File: src/rtl/apb_event_irq_ctrl_if.sv
// ---------------------------------------------------------------------------
// apb_event_irq_ctrl_if
//
// APB slave bus bundle for the event/interrupt controller.
//   PADDR   : byte address (APB_ADDR_WIDTH bits)
//   PWDATA  : write data
//   PWRITE  : 1 = write, 0 = read
//   PSEL    : slave select
//   PENABLE : access phase strobe
//   PRDATA  : read data (0 outside a read access)
//   PREADY  : always 1, no wait states
//   PSLVERR : access error flag, valid in the access phase
// Modports: master drives the request side, slave drives the response side.
// ---------------------------------------------------------------------------
interface apb_event_irq_ctrl_if #(
  parameter int APB_ADDR_WIDTH = 12
);
  logic [APB_ADDR_WIDTH-1:0] PADDR;
  logic [31:0]               PWDATA;
  logic                      PWRITE;
  logic                      PSEL;
  logic                      PENABLE;
  logic [31:0]               PRDATA;
  logic                      PREADY;
  logic                      PSLVERR;

  modport master (
    output PADDR, PWDATA, PWRITE, PSEL, PENABLE,
    input  PRDATA, PREADY, PSLVERR
  );

  modport slave (
    input  PADDR, PWDATA, PWRITE, PSEL, PENABLE,
    output PRDATA, PREADY, PSLVERR
  );
endinterface

File: src/rtl/apb_event_irq_ctrl.sv
// ---------------------------------------------------------------------------
// apb_event_irq_ctrl
//
// APB-programmable interrupt/event controller. NUM_IRQ sources are latched
// into a PENDING vector (level or edge detect), arbitrated lowest-index-first
// and presented to the core through a registered request/ID/ack handshake.
// After an ack the controller stays in service until software writes EOI.
//
// Ports:
//   HCLK       clock
//   HRESETn    synchronous active-low reset
//   apb        APB slave bundle (apb_event_irq_ctrl_if.slave)
//   signal_i   raw sources, synchronous to HCLK
//   irq_req_o  interrupt request to the core (registered)
//   irq_id_o   ID of the requested interrupt (registered)
//   irq_o      one-hot of irq_id_o while irq_req_o=1, else 0 (registered)
//   irq_ack_i  core accepts the current request
//
// Register map (byte offsets, decoded on PADDR[7:2]):
//   0x00 ENABLE RW | 0x04 PENDING RW | 0x08 SET WO | 0x0C CLEAR WO
//   0x10 MODE RW   | 0x14 STATUS RO  | 0x18 EOI WO
//
// Build option: define APB_EVENT_IRQ_EDGE_EN to include the MODE register and
// per-source edge detection. Without it every source is level-triggered,
// MODE reads 0 and writes to it are silently discarded.
// ---------------------------------------------------------------------------
module apb_event_irq_ctrl #(
  parameter int APB_ADDR_WIDTH = 12,
  parameter int NUM_IRQ        = 32,
  parameter int ID_WIDTH       = $clog2(NUM_IRQ)
) (
  input  logic                HCLK,
  input  logic                HRESETn,
  apb_event_irq_ctrl_if.slave apb,
  input  logic [NUM_IRQ-1:0]  signal_i,
  output logic                irq_req_o,
  output logic [ID_WIDTH-1:0] irq_id_o,
  output logic [NUM_IRQ-1:0]  irq_o,
  input  logic                irq_ack_i
);

  localparam logic [5:0] A_ENABLE  = 6'd0;
  localparam logic [5:0] A_PENDING = 6'd1;
  localparam logic [5:0] A_SET     = 6'd2;
  localparam logic [5:0] A_CLEAR   = 6'd3;
  localparam logic [5:0] A_MODE    = 6'd4;
  localparam logic [5:0] A_STATUS  = 6'd5;
  localparam logic [5:0] A_EOI     = 6'd6;

  typedef enum logic [1:0] {
    S_IDLE    = 2'd0,
    S_REQ     = 2'd1,
    S_SERVICE = 2'd2
  } state_e;

  function automatic logic [31:0] zext(input logic [NUM_IRQ-1:0] v);
    logic [31:0] r;
    r = '0;
    r[NUM_IRQ-1:0] = v;
    return r;
  endfunction

  state_e               state_q, state_d;
  logic [NUM_IRQ-1:0]   enable_q, enable_d;
  logic [NUM_IRQ-1:0]   pending_q, pending_d;
  logic                 irq_req_q, irq_req_d;
  logic [ID_WIDTH-1:0]  irq_id_q, irq_id_d;
  logic [NUM_IRQ-1:0]   irq_oh_q, irq_oh_d;

  logic [5:0]           reg_idx;
  logic                 access, wr, rd;
  logic [NUM_IRQ-1:0]   wdata;
  logic [NUM_IRQ-1:0]   hit, set_w, clr_w, ack_clr;
  logic                 ack_take, eoi, req_cancel;
  logic [ID_WIDTH-1:0]  sel_id;
  logic [NUM_IRQ-1:0]   sel_oh;

  assign reg_idx = apb.PADDR[7:2];
  assign access  = apb.PSEL & apb.PENABLE;
  assign wr      = access & apb.PWRITE;
  assign rd      = access & ~apb.PWRITE;
  assign wdata   = apb.PWDATA[NUM_IRQ-1:0];

  // Address bits outside the register window and unstored data bits.
  logic unused_addr;
  assign unused_addr = ^{apb.PADDR[APB_ADDR_WIDTH-1:8], apb.PADDR[1:0]};
  if (NUM_IRQ < 32) begin : g_unused_pwdata
    logic unused_pwdata;
    assign unused_pwdata = ^apb.PWDATA[31:NUM_IRQ];
  end

`ifdef APB_EVENT_IRQ_EDGE_EN
  logic [NUM_IRQ-1:0] mode_q, mode_d, prev_q;
  assign mode_d = (wr && reg_idx == A_MODE) ? wdata : mode_q;
  // Edge-mode sources only hit on a 0->1 transition against last cycle.
  assign hit    = enable_q & signal_i & ~(mode_q & prev_q);
`else
  assign hit    = enable_q & signal_i;
`endif

  assign ack_take = (state_q == S_REQ) && irq_ack_i;
  assign eoi      = wr && (reg_idx == A_EOI) && (state_q == S_SERVICE);
  assign set_w    = (wr && reg_idx == A_SET)   ? wdata : '0;
  assign clr_w    = (wr && reg_idx == A_CLEAR) ? wdata : '0;
  assign ack_clr  = ack_take ? irq_oh_q : '0;
  assign enable_d = (wr && reg_idx == A_ENABLE) ? wdata : enable_q;

  // A PENDING write replaces the vector outright; otherwise clears win over sets.
  always_comb begin
    if (wr && reg_idx == A_PENDING) begin
      pending_d = wdata;
    end else begin
      pending_d = (pending_q | hit | set_w) & ~clr_w & ~ack_clr;
    end
  end

  // Lowest pending index wins.
  always_comb begin
    sel_id = '0;
    for (int i = NUM_IRQ - 1; i >= 0; i--) begin
      if (pending_q[i]) sel_id = ID_WIDTH'(i);
    end
    sel_oh = '0;
    sel_oh[sel_id] = 1'b1;
  end

  // Software dropped the requested bit before the core took it.
  assign req_cancel = (state_q == S_REQ) && !irq_ack_i && !pending_d[irq_id_q];

  always_ff @(posedge HCLK) begin
    if (!HRESETn) begin
      state_q   <= S_IDLE;
      enable_q  <= '0;
      pending_q <= '0;
      irq_req_q <= 1'b0;
      irq_id_q  <= '0;
      irq_oh_q  <= '0;
`ifdef APB_EVENT_IRQ_EDGE_EN
      mode_q    <= '0;
      prev_q    <= '0;
`endif
    end else begin
      state_q   <= state_d;
      enable_q  <= enable_d;
      pending_q <= pending_d;
      irq_req_q <= irq_req_d;
      irq_id_q  <= irq_id_d;
      irq_oh_q  <= irq_oh_d;
`ifdef APB_EVENT_IRQ_EDGE_EN
      mode_q    <= mode_d;
      prev_q    <= signal_i;
`endif
    end
  end

  always_comb begin
    state_d = state_q;
    case (state_q)
      S_IDLE:    if (|pending_q) state_d = S_REQ;
      S_REQ: begin
        if (ack_take)        state_d = S_SERVICE;
        else if (req_cancel) state_d = S_IDLE;
      end
      S_SERVICE: if (eoi) state_d = S_IDLE;
      default:   state_d = S_IDLE;
    endcase
  end

  // ID/one-hot are frozen while in REQ; a higher-priority arrival waits.
  always_comb begin
    irq_req_d = irq_req_q;
    irq_id_d  = irq_id_q;
    irq_oh_d  = irq_oh_q;
    case (state_q)
      S_IDLE: begin
        if (|pending_q) begin
          irq_req_d = 1'b1;
          irq_id_d  = sel_id;
          irq_oh_d  = sel_oh;
        end
      end
      S_REQ: begin
        if (ack_take || req_cancel) begin
          irq_req_d = 1'b0;
          irq_oh_d  = '0;
        end
      end
      default: begin
        irq_req_d = 1'b0;
        irq_oh_d  = '0;
      end
    endcase
  end

  assign irq_req_o = irq_req_q;
  assign irq_id_o  = irq_id_q;
  assign irq_o     = irq_oh_q;

  // Read mux and error decode.
  always_comb begin
    logic [31:0] rdata;
    logic        err;
    rdata = '0;
    err   = 1'b0;
    if (access) begin
      case (reg_idx)
        A_ENABLE:  if (rd) rdata = zext(enable_q);
        A_PENDING: if (rd) rdata = zext(pending_q);
        A_SET, A_CLEAR, A_EOI: err = rd;
        A_MODE: begin
`ifdef APB_EVENT_IRQ_EDGE_EN
          if (rd) rdata = zext(mode_q);
`endif
        end
        A_STATUS: begin
          if (rd) begin
            if (state_q == S_SERVICE) begin
              rdata[31]           = 1'b1;
              rdata[ID_WIDTH-1:0] = irq_id_q;
            end
          end else begin
            err = 1'b1;
          end
        end
        default: err = 1'b1;
      endcase
    end
    apb.PRDATA  = rdata;
    apb.PSLVERR = err;
  end

  assign apb.PREADY = 1'b1;

endmodule

File: src/flat_wrapper.sv
// flat-port wrapper written by rule: the top's interface ports become plain ports
module apb_event_irq_ctrl_flat 
#(
  parameter int APB_ADDR_WIDTH = 12,
  parameter int NUM_IRQ        = 32,
  parameter int ID_WIDTH       = $clog2(NUM_IRQ)
)
  (HCLK, HRESETn, signal_i, irq_req_o, irq_id_o, irq_o, irq_ack_i, apb_PADDR, apb_PWDATA, apb_PWRITE, apb_PSEL, apb_PENABLE, apb_PRDATA, apb_PREADY, apb_PSLVERR);
  apb_event_irq_ctrl_if #(.APB_ADDR_WIDTH(APB_ADDR_WIDTH)) apb_i ();
  input  logic HCLK;
  input  logic HRESETn;
  input  logic [NUM_IRQ-1:0] signal_i;
  output logic irq_req_o;
  output logic [ID_WIDTH-1:0] irq_id_o;
  output logic [NUM_IRQ-1:0] irq_o;
  input  logic irq_ack_i;
  input wire logic [$bits(apb_i.PADDR)-1:0] apb_PADDR;
  input wire logic [$bits(apb_i.PWDATA)-1:0] apb_PWDATA;
  input wire logic [$bits(apb_i.PWRITE)-1:0] apb_PWRITE;
  input wire logic [$bits(apb_i.PSEL)-1:0] apb_PSEL;
  input wire logic [$bits(apb_i.PENABLE)-1:0] apb_PENABLE;
  output wire logic [$bits(apb_i.PRDATA)-1:0] apb_PRDATA;
  output wire logic [$bits(apb_i.PREADY)-1:0] apb_PREADY;
  output wire logic [$bits(apb_i.PSLVERR)-1:0] apb_PSLVERR;
  assign apb_i.PADDR = apb_PADDR;
  assign apb_i.PWDATA = apb_PWDATA;
  assign apb_i.PWRITE = apb_PWRITE;
  assign apb_i.PSEL = apb_PSEL;
  assign apb_i.PENABLE = apb_PENABLE;
  assign apb_PRDATA = apb_i.PRDATA;
  assign apb_PREADY = apb_i.PREADY;
  assign apb_PSLVERR = apb_i.PSLVERR;
  apb_event_irq_ctrl #(.APB_ADDR_WIDTH(APB_ADDR_WIDTH), .NUM_IRQ(NUM_IRQ), .ID_WIDTH(ID_WIDTH)) u_core (.HCLK(HCLK), .HRESETn(HRESETn), .apb(apb_i), .signal_i(signal_i), .irq_req_o(irq_req_o), .irq_id_o(irq_id_o), .irq_o(irq_o), .irq_ack_i(irq_ack_i));
endmodule
File: config.mk
export PLATFORM = sky130hd
export DESIGN_NAME = apb_event_irq_ctrl_flat
export DESIGN_NICKNAME = d
export VERILOG_FILES = /design/src/rtl/apb_event_irq_ctrl_if.sv /design/src/rtl/apb_event_irq_ctrl.sv /design/src/flat_wrapper.sv
export SDC_FILE = /design/constraint.sdc
export NUM_CORES = 1
export LEC_CHECK = 0
export BUFFER_PORTS_ARGS = -buffer_cell sky130_fd_sc_hd__buf_2
export CAP_MARGIN = 20
export CORE_MARGIN = 3
export CORE_UTILIZATION = 45
export DETAILED_ROUTE_END_ITERATION = 7
export PLACE_DENSITY = 0.69
export SYNTH_ARGS = -nofsm -noshare
export SYNTH_HDL_FRONTEND = slang
export SYNTH_SLANG_ARGS = --single-unit
File: constraint.sdc
create_clock -name HCLK -period 4.1 [get_ports HCLK]
set_input_delay 0.615 -clock HCLK [delete_from_list [all_inputs] [get_ports HCLK]]
set_output_delay 0.615 -clock HCLK [all_outputs]
set_load 0.03 [all_outputs]
==> flow_summary.ini, run 1 <==
[power]
max-vdd-ir-drop_uv = 213
seqPwrFrac = 0.463
swShare = 0.300
p_per_area_nw_per_um2 = 317
power_switching_mw = 0.689
p_leak_nw = 2.86
pwr-share-comb = 0.164
pwr-share-clk = 0.373
internal_power_mw = 1.61

[setup_path]
critical_path.max_stage_delay_ns = 0.67
crit_family = simple AND/OR/NAND/NOR gates
cp-end-kind = register
critPathBufInv = 1
worst_setup_path_start_kind = register
critPathKind = reg -> reg
path_cells = and3b_1, buf_4, nand2_1, and3_1, a2111oi_0, or4_1, nand4_1, a31o_4, a22o_1
required_ns = 4.34
cp_max_fo = 32
slowest_stage = and3b_1
cp.arrival_ns = 3.78

[clock_network]
clockRootBuffer = clkbuf_16
cts_tree = built
cts_buffers = 9
clk_pin_slew_ns = 0.07
htreeDepth = 3
cts.sinks = 104
clk-insertion-delay-late_ns = 0.36
cts_resized = 0
hold_buffers = 0
clk_path_buf_depth = 2
cts_setup_buffers = 0

[global_route]
overflow = 0
grt_max_degree = 50
grt_pass1_wl_um = 35900
grt_pass1_vias = 6079
grt_use_total = 0.316
grt_antenna_before_repair = 1

[place]
dpl_cell_area_sq_um = 6970
place_hpwl_um = 17800
place_congestion = 1.05
portBuffers = 146

[synth]
synthTopCellsByCount = dfxtp_1, nand2_1, a21oi_1, nor2_1, a22oi_1
netlist_top_cells_area = dfxtp_1, a21oi_1, nand2_1
synth_area_sq_um = 6060
ys_types = 72
syn_nets = 868
synth-seq-cells = 104
synth_cells = 786
ys_seq_area_frac = 0.344
synthFlopType = dfxtp_1
syn_avg_cell_area_sq_um = 7.71
yosys_warnings = 0
yosys.area.top_type_share = 0.344
yosysTopAreaCell = dfxtp_1
yosysMostFrequentCell = dfxtp_1
synth-edff-count = 0
synth_async_sr_flop_share = 0

[floorplan]
coreArea_sq_um = 12900
ios = 154
start_util = 0.470
rows = 41
die_h_um = 122
die_area_sq_um = 14900
dieWidth_um = 122

[route]
drt_iter0_drc = 993
drc = 0
vias = 7004
wl_per_cell_um = 21.8
drtAntennaViolNets = 0
finalWirelength_um = 23900
via_per_inst = 6.41
first_pass_iters = 5

[sta]
fmax_mhz = 283
fin_crit_ns = 3.54
relSlewSlack = 0.313
setup_viol = 0
period_share = 0.863
final-hold-violation-count = 0
tns_ns = 0
worst_pin_slew_ns = 1.02
fin_skew_ns = 0.00661
rsz0062_at_grt = false
drv_slew = 0

[final_layout]
design_area_sq_um = 7260
drive_gt1_frac = 0.235
final_net_count = 997
area_growth_pct = 19.9

[worst_hold_path]
worstHoldPathType = reg -> reg

[status]
status = finished clean

[job]
drv_cap = 0
-- cells in the final DEF (no fill, tap or decap), drive strengths merged, types with 5 or more instances in the layout --
| cell | Yosys | final |
|---|---|---|
| clkbuf | 33 | 12 |
| nor2 | 82 | 82 |
| nand2b | 23 | 23 |
| and2 | 9 | 9 |
| a221o | 10 | 10 |
| a31o | 6 | 6 |
| nor4 | 13 | 13 |
| a31oi | 9 | 9 |
| a21o | 6 | 6 |
| a211oi | 16 | 16 |
| nand2 | 103 | 103 |
| buf | 24 | 175 |
| inv | 9 | 11 |
| and3 | 6 | 6 |
| a21oi | 94 | 94 |
| dfxtp | 104 | 104 |
| o21ai | 18 | 18 |
| a21boi | 5 | 5 |
| a22oi | 37 | 37 |
| nand3 | 24 | 24 |
| o31ai | 10 | 10 |
| a2111oi | 5 | 5 |
| a22o | 33 | 33 |
| nand4 | 15 | 15 |
| o311a | 5 | 5 |
| nor3 | 14 | 14 |
-- area by class of cell --
type	count	area, sq um
tap	172	215
antenna	1	2.50
timing repair buffer	175	948
clock buffer	12	267
fill	1306	5610
multi-input combinational	615	3680
inverter	10	37.5
clock inverter	4	26.3
sequential	104	2080
-- worst paths after layout --
check | from | to | slack (ns) | cells after the start
setup / recovery | u_core.state_q[0]$_SDFFE_PN0P_ | u_core.irq_o[1]$_SDFFE_PN0P_ | 0.56 | 9
hold / removal | u_core.enable_q[13]$_SDFFE_PN0P_ | u_core.enable_q[13]$_SDFFE_PN0P_ | 0.47 | 2
setup reg to reg | u_core.state_q[0]$_SDFFE_PN0P_ | u_core.irq_o[1]$_SDFFE_PN0P_ | 0.56 | 9
hold reg to reg | u_core.enable_q[13]$_SDFFE_PN0P_ | u_core.enable_q[13]$_SDFFE_PN0P_ | 0.47 | 2
-- kinds of logic after synthesis --
family	count (synthesis)	share of synthesized area
AND/OR/NAND/NOR	313	0.250
AO/OA/AOI/OAI	297	0.348
flip-flops	104	0.344
buffers and inverters	67	0.0508
multiplexers	4	0.00744
other	1	0.000619
-- stage by stage --
stage,setup WS [ns],instances,util,power [mW],hold WS [ns]
2_1_floorplan,0.553,786,-,1.30,0.449
3_3_place_gp,0.361,1076,0.541,1.45,0.456
3_5_place_dp,0.301,1076,0.541,1.45,0.462
4_1_cts,0.642,1092,0.564,2.29,0.471
5_1_grt,0.482,1093,0.564,2.37,0.491
6_report,0.560,1093,0.564,2.30,0.470
-- worst register-to-register path, stage by stage, from the launching register on --
cell,delay [ns]
dfxtp_1,0.44
and3b_1,0.67
buf_4,0.42
nand2_1,0.10
and3_1,0.20
a2111oi_0,0.44
or4_1,0.22
nand4_1,0.22
a31o_4,0.44
a22o_1,0.28
-- registers in the layout, indices dropped and copies added, names as in the netlist --
signal and cells:
u_core.state_q 2, u_core.pending_q 32, u_core.enable_q 32, u_core.irq_req_o 1
u_core.irq_o 32, u_core.irq_id_o 5
-- layer usage --
layer	wire length, um	track usage	part of all wire
met3	2800	0.0655	0.12
met4	577	0.106	0.024
met1	10300	0.471	0.43
met5	0	0	0
met2	10200	0.452	0.43
-- power groups by stage --
stage | sequential, mW | clock [mW] | combinational, mW
floorplan | 1.09 | 0 | 0.217
global placement | 1.09 | 0 | 0.365
detailed placement | 1.09 | 0 | 0.367
CTS | 1.06 | 0.857 | 0.368
global route | 1.07 | 0.898 | 0.403
finish | 1.07 | 0.858 | 0.378
(Power assumes the default switching activity.)
==> inputs of run 2 (changes only) <==
- CORE_ASPECT_RATIO: not set -> 1.4
==> run 2 against run 1 <==
  * Non-clock buffer count is 2 higher
  * Setup slack better by 0.054 ns
  * Utilization fell by 0.38 points
  * Die area up 0.14%
  * Clock power is 1% lower
  * Sequential power is essentially flat
  * Wire length is 2.1% higher
  * Power decreased by 0.53%
  * Fmax is 1.5% higher
  * Register-to-register slack gained 0.31 ns
==> flow_summary.ini, run 2 (synthesis results as in run 1) <==
[sta]
period_share = 0.850
fin_crit_ns = 3.49
worst_pin_slew_ns = 0.868
tns_ns = 0
final-hold-violation-count = 0
rsz0062_at_grt = false
fmax_mhz = 287
relSlewSlack = 0.416
drv_slew = 0
fin_skew_ns = 0.00474
holdWs_ns = 0.472
setup_viol = 0

[global_route]
overflow = 0
grt_pass1_wl_um = 37500
grt_pass1_vias = 6550
grt_max_degree = 40
grt_use_total = 0.323
grt_antenna_before_repair = 0

[route]
drt_iter0_drc = 524
finalWirelength_um = 24400
via_per_inst = 6.37
drc = 0
drtAntennaViolNets = 0
first_pass_iters = 8
wl_per_cell_um = 22.2
vias = 6997

[floorplan]
coreArea_sq_um = 13000
ios = 154
die_h_um = 143
die_area_sq_um = 14900
dieWidth_um = 104
start_util = 0.466
rows = 49

[final_layout]
final_net_count = 999
antenna-diode-count = 0
final_common_cell = buf_2
register_area_sq_um = 2080
drive_gt1_frac = 0.236
fill_cells = 1314
layout_common_cells = buf_2, dfxtp_1, nand2_1, a21oi_1, nor2_1
multi_input_area_sq_um = 3680
area_growth_pct = 20.2

[clock_network]
cts_tree = built
clk_pin_slew_ns = 0.07
clockRootBuffer = clkbuf_16
cts.sinks = 104
hold_buffers = 0
cts_buffers = 9
clk-insertion-delay-late_ns = 0.35
cts_setup_buffers = 0
clk_path_buf_depth = 2
htreeDepth = 3
cts_resized = 0

[setup_path]
r2r_slack_ns = 0.87
r2r-end = u_core.irq_o[10]$_SDFFE_PN0P_
r2r-start = u_core.state_q[1]$_SDFFE_PN0P_
cp.arrival_ns = 3.79
cp-end-kind = register
required_ns = 4.40
r2r_cells = 9
worst_setup_path_start_kind = input pin
cp_max_fo = 32
critPathKind = in -> reg

[job]
drv_cap = 0

[worst_hold_path]
min-delay-start = u_core.enable_q[17]$_SDFFE_PN0P_
worstHoldPathType = reg -> reg
hold_depth = 2
hold_end = u_core.enable_q[17]$_SDFFE_PN0P_

[place]
place_congestion = 0.984
place_hpwl_um = 18200
portBuffers = 146

[status]
status = finished clean

[power]
p_leak_nw = 2.86
p_per_area_nw_per_um2 = 314
max-vdd-ir-drop_uv = 209
run 2: stage by stage:
step	utilization	worst slack (ns)	total power [mW]	area (sq um)	instances
after floorplan	-	0.553	1.30	6060	786
after global placement	0.539	0.271	1.45	7000	1084
after detailed placement	0.539	0.280	1.45	7000	1084
after CTS	0.560	0.647	2.29	7280	1099
after global routing	0.560	0.498	2.37	7280	1099
final	0.560	0.614	2.29	7280	1099
run 2: cell type report:
type | count | share of cell area
inverter | 10 | 0.00515
clock buffer | 9 | 0.0309
timing repair buffer | 177 | 0.134
multi-input combinational | 615 | 0.506
tap | 178 | 0.0306
clock inverter | 6 | 0.00739
sequential | 104 | 0.286
run 2: worst max-delay path by stage:
stage,startpoint,endpoint,slack [ns]
2_1_floorplan,apb_PADDR[4],apb_PRDATA[2],0.55
3_3_place_gp,apb_PADDR[4],u_core.irq_o[8]$_SDFFE_PN0P_,0.27
3_5_place_dp,apb_PADDR[4],u_core.irq_o[27]$_SDFFE_PN0P_,0.28
4_1_cts,apb_PADDR[4],u_core.irq_o[10]$_SDFFE_PN0P_,0.65
5_1_grt,apb_PADDR[4],u_core.irq_o[9]$_SDFFE_PN0P_,0.50
6_report,apb_PADDR[4],u_core.irq_o[10]$_SDFFE_PN0P_,0.61
run 2: worst max-delay path, cell delays in order:
cell and delay (ns):
buf_2 0.13, or4_1 0.61, buf_4 0.26, nor3_1 0.29
buf_4 0.21, a221oi_1 0.09, o2111a_1 0.24, or4_1 0.52
nand4_1 0.18, a31o_4 0.41, a22o_1 0.20
run 2: report_power, final:
group | total (mW) | internal [mW] | switching [mW]
registers | 1.06 | 1.03 | 0.0353
logic | 0.380 | 0.127 | 0.253
clock network | 0.848 | 0.420 | 0.427
run 2: routing by layer:
layer,wire [um],track usage
met3,1620,0.0366
met4,1820,0.234
met5,0,0
met2,11500,0.535
met1,9430,0.391
==> inputs of run 3 (changes only) <==
- BUFFER_PORTS_ARGS: -buffer_cell sky130_fd_sc_hd__buf_2 -> -buffer_cell sky130_fd_sc_hd__buf_4
- CTS_BUF_LIST: not set -> sky130_fd_sc_hd__clkbuf_8 sky130_fd_sc_hd__clkbuf_16
==> run 3 against run 2 <==
  * Register-to-register slack worse by 0.11 ns
  * Count of clock-buffer cells in the layout rose by 1
  * Sequential share of layout area fell by 1.4 points
  * Global-route usage is 2.3 points higher
  * Flip-flop and latch count did not move
  * Critical endpoint unchanged
==> flow_summary.ini, run 3 (synthesis results as in run 1) <==
[setup_path]
worst_path_most_repeated_cell = buf_4
cp.arrival_ns = 3.68
slowest_stage = or4_1
required_ns = 4.35
r2r_cells = 9
critPathKind = in -> reg
worst_setup_path_start_kind = input pin
cp_max_fo = 32
cp-end-kind = register
r2r_slack_ns = 0.76
critical_path.max_stage_delay_ns = 0.60
path_cells = buf_4, or4_1, nor3_4, buf_4, a211oi_1, o32ai_1, nor4_1, or4_4, a31o_4, a22o_1
r2r-start = u_core.state_q[0]$_SDFFE_PN0P_
r2r-end = u_core.irq_o[10]$_SDFFE_PN0P_

[power]
p_per_area_nw_per_um2 = 308
pwr-share-clk = 0.375
power_switching_mw = 0.740
p_leak_nw = 2.92
swShare = 0.313
seqPwrFrac = 0.452
internal_power_mw = 1.62
max-vdd-ir-drop_uv = 289
pwr-share-comb = 0.173

[floorplan]
ios = 154
die_h_um = 143
start_util = 0.466
dieWidth_um = 104
coreArea_sq_um = 13000
rows = 49
die_area_sq_um = 14900

[sta]
final-hold-violation-count = 0
drv_slew = 0
worst_pin_slew_ns = 1.02
tns_ns = 0
layout_setup_ws_ns = 0.676
fin_crit_ns = 3.42
setup_viol = 0
fin_skew_ns = 0.0110
rsz0062_at_grt = false
period_share = 0.835
fmax_mhz = 292
relSlewSlack = 0.314

[worst_hold_path]
worstHoldPathType = reg -> reg
min-delay-start = u_core.enable_q[15]$_SDFFE_PN0P_
hold_end = u_core.enable_q[15]$_SDFFE_PN0P_
hold_depth = 2

[final_layout]
final_common_cell = buf_4
register_area_sq_um = 2080
multi_input_area_sq_um = 3680
layout_common_cells = buf_4, dfxtp_1, nand2_1, a21oi_1, nor2_1
area_growth_pct = 26.4
antenna-diode-count = 0
final_net_count = 998
fill_cells = 1249
drive_gt1_frac = 0.235

[place]
portBuffers = 146
dp_slack_ns = 0.352
place_hpwl_um = 19700
place_congestion = 0.964

[route]
drtAntennaViolNets = 0
via_per_inst = 6.41
drt_iter0_drc = 650
finalWirelength_um = 26400
vias = 7045
wl_per_cell_um = 24.0
drc = 0
first_pass_iters = 5

[global_route]
grt_use_total = 0.346
grt_antenna_before_repair = 0
grt_max_degree = 70
grt_pass1_wl_um = 39700
grt_pass1_vias = 7053
top_usage_layer = met2
met3_usage = 0.0624
gr-usage-met1 = 0.384
grt_use_met2 = 0.596
overflow = 0

[clock_network]
clk_pin_slew_ns = 0.08
clockRootBuffer = clkbuf_16
cts_buffers = 9
hold_buffers = 0
clk-insertion-delay-late_ns = 0.36
cts.sinks = 104
cts_resized = 0
cts_tree = built
cts_setup_buffers = 0
clk_path_buf_depth = 2
htreeDepth = 3

[status]
status = finished clean

[job]
drv_cap = 0
==> run 3: changes by cell type in the layout (fill, tap and decap cells not counted) <==
cell        before  now
buf_2          146    0
buf_4           30  175
clkbuf_8         0    1
clkinv_1         0    1
clkinvlp_4       3    2
inv_2            1    0
inv_8            2    3
==> run 3: worst max-delay path, delay by kind of cell <==
family,cells,cell delay [ns]
AND/OR/NAND/NOR,4,1.68
AO/OA/AOI/OAI,4,0.99
buffers and inverters,2,0.37
==> run 3: metrics by stage <==
step | instances | util | instance area (sq um) | hold slack, ns | power (mW)
detailed placement | 1083 | 0.566 | 7360 | 0.461 | 1.49
CTS | 1099 | 0.589 | 7660 | 0.471 | 2.36
global route | 1099 | 0.589 | 7660 | 0.491 | 2.44
finish | 1099 | 0.589 | 7660 | 0.472 | 2.36
global placement | 1083 | 0.566 | 7360 | 0.455 | 1.48
floorplan | 786 | - | 6060 | 0.449 | 1.30
==> run 3: worst max-delay path by stage <==
stage                             from                            end  slack, ns  cells after the start
after floorplan           apb_PADDR[4]                  apb_PRDATA[2]       0.55                      7
after global placement    apb_PADDR[4]  u_core.irq_o[11]$_SDFFE_PN0P_       0.37                     10
after global routing      apb_PADDR[4]   u_core.irq_o[6]$_SDFFE_PN0P_       0.59                     11
final                     apb_PADDR[4]  u_core.irq_o[10]$_SDFFE_PN0P_       0.68                     10
after CTS                 apb_PADDR[4]  u_core.irq_o[30]$_SDFFE_PN0P_       0.73                     10
after detailed placement  apb_PADDR[4]  u_core.irq_o[30]$_SDFFE_PN0P_       0.35                     10
==> run 3: routing by layer <==
layer / vias up / wire, um
met3: 82 / 2020
met1: 3348 / 9520
met5: - / 0
met2: 389 / 12900
li1: 3226 / -
met4: 0 / 1940
==> run 3: area by class of cell <==
cell class | instances | share of cell area
clock buffers | 10 | 0.0312
clock inverters | 6 | 0.00752
inverters | 10 | 0.00490
multi-input cells | 615 | 0.481
flip-flops and latches | 104 | 0.272
well taps | 178 | 0.0291
repair buffers | 176 | 0.174
==> run 3: power by group through the flow <==
stage	Combinational [mW]	Clock [mW]	Sequential, mW
finish	0.410	0.886	1.07
CTS	0.402	0.891	1.07
floorplan	0.217	0	1.09
global route	0.436	0.931	1.07
global placement	0.396	0	1.09
detailed placement	0.400	0	1.09
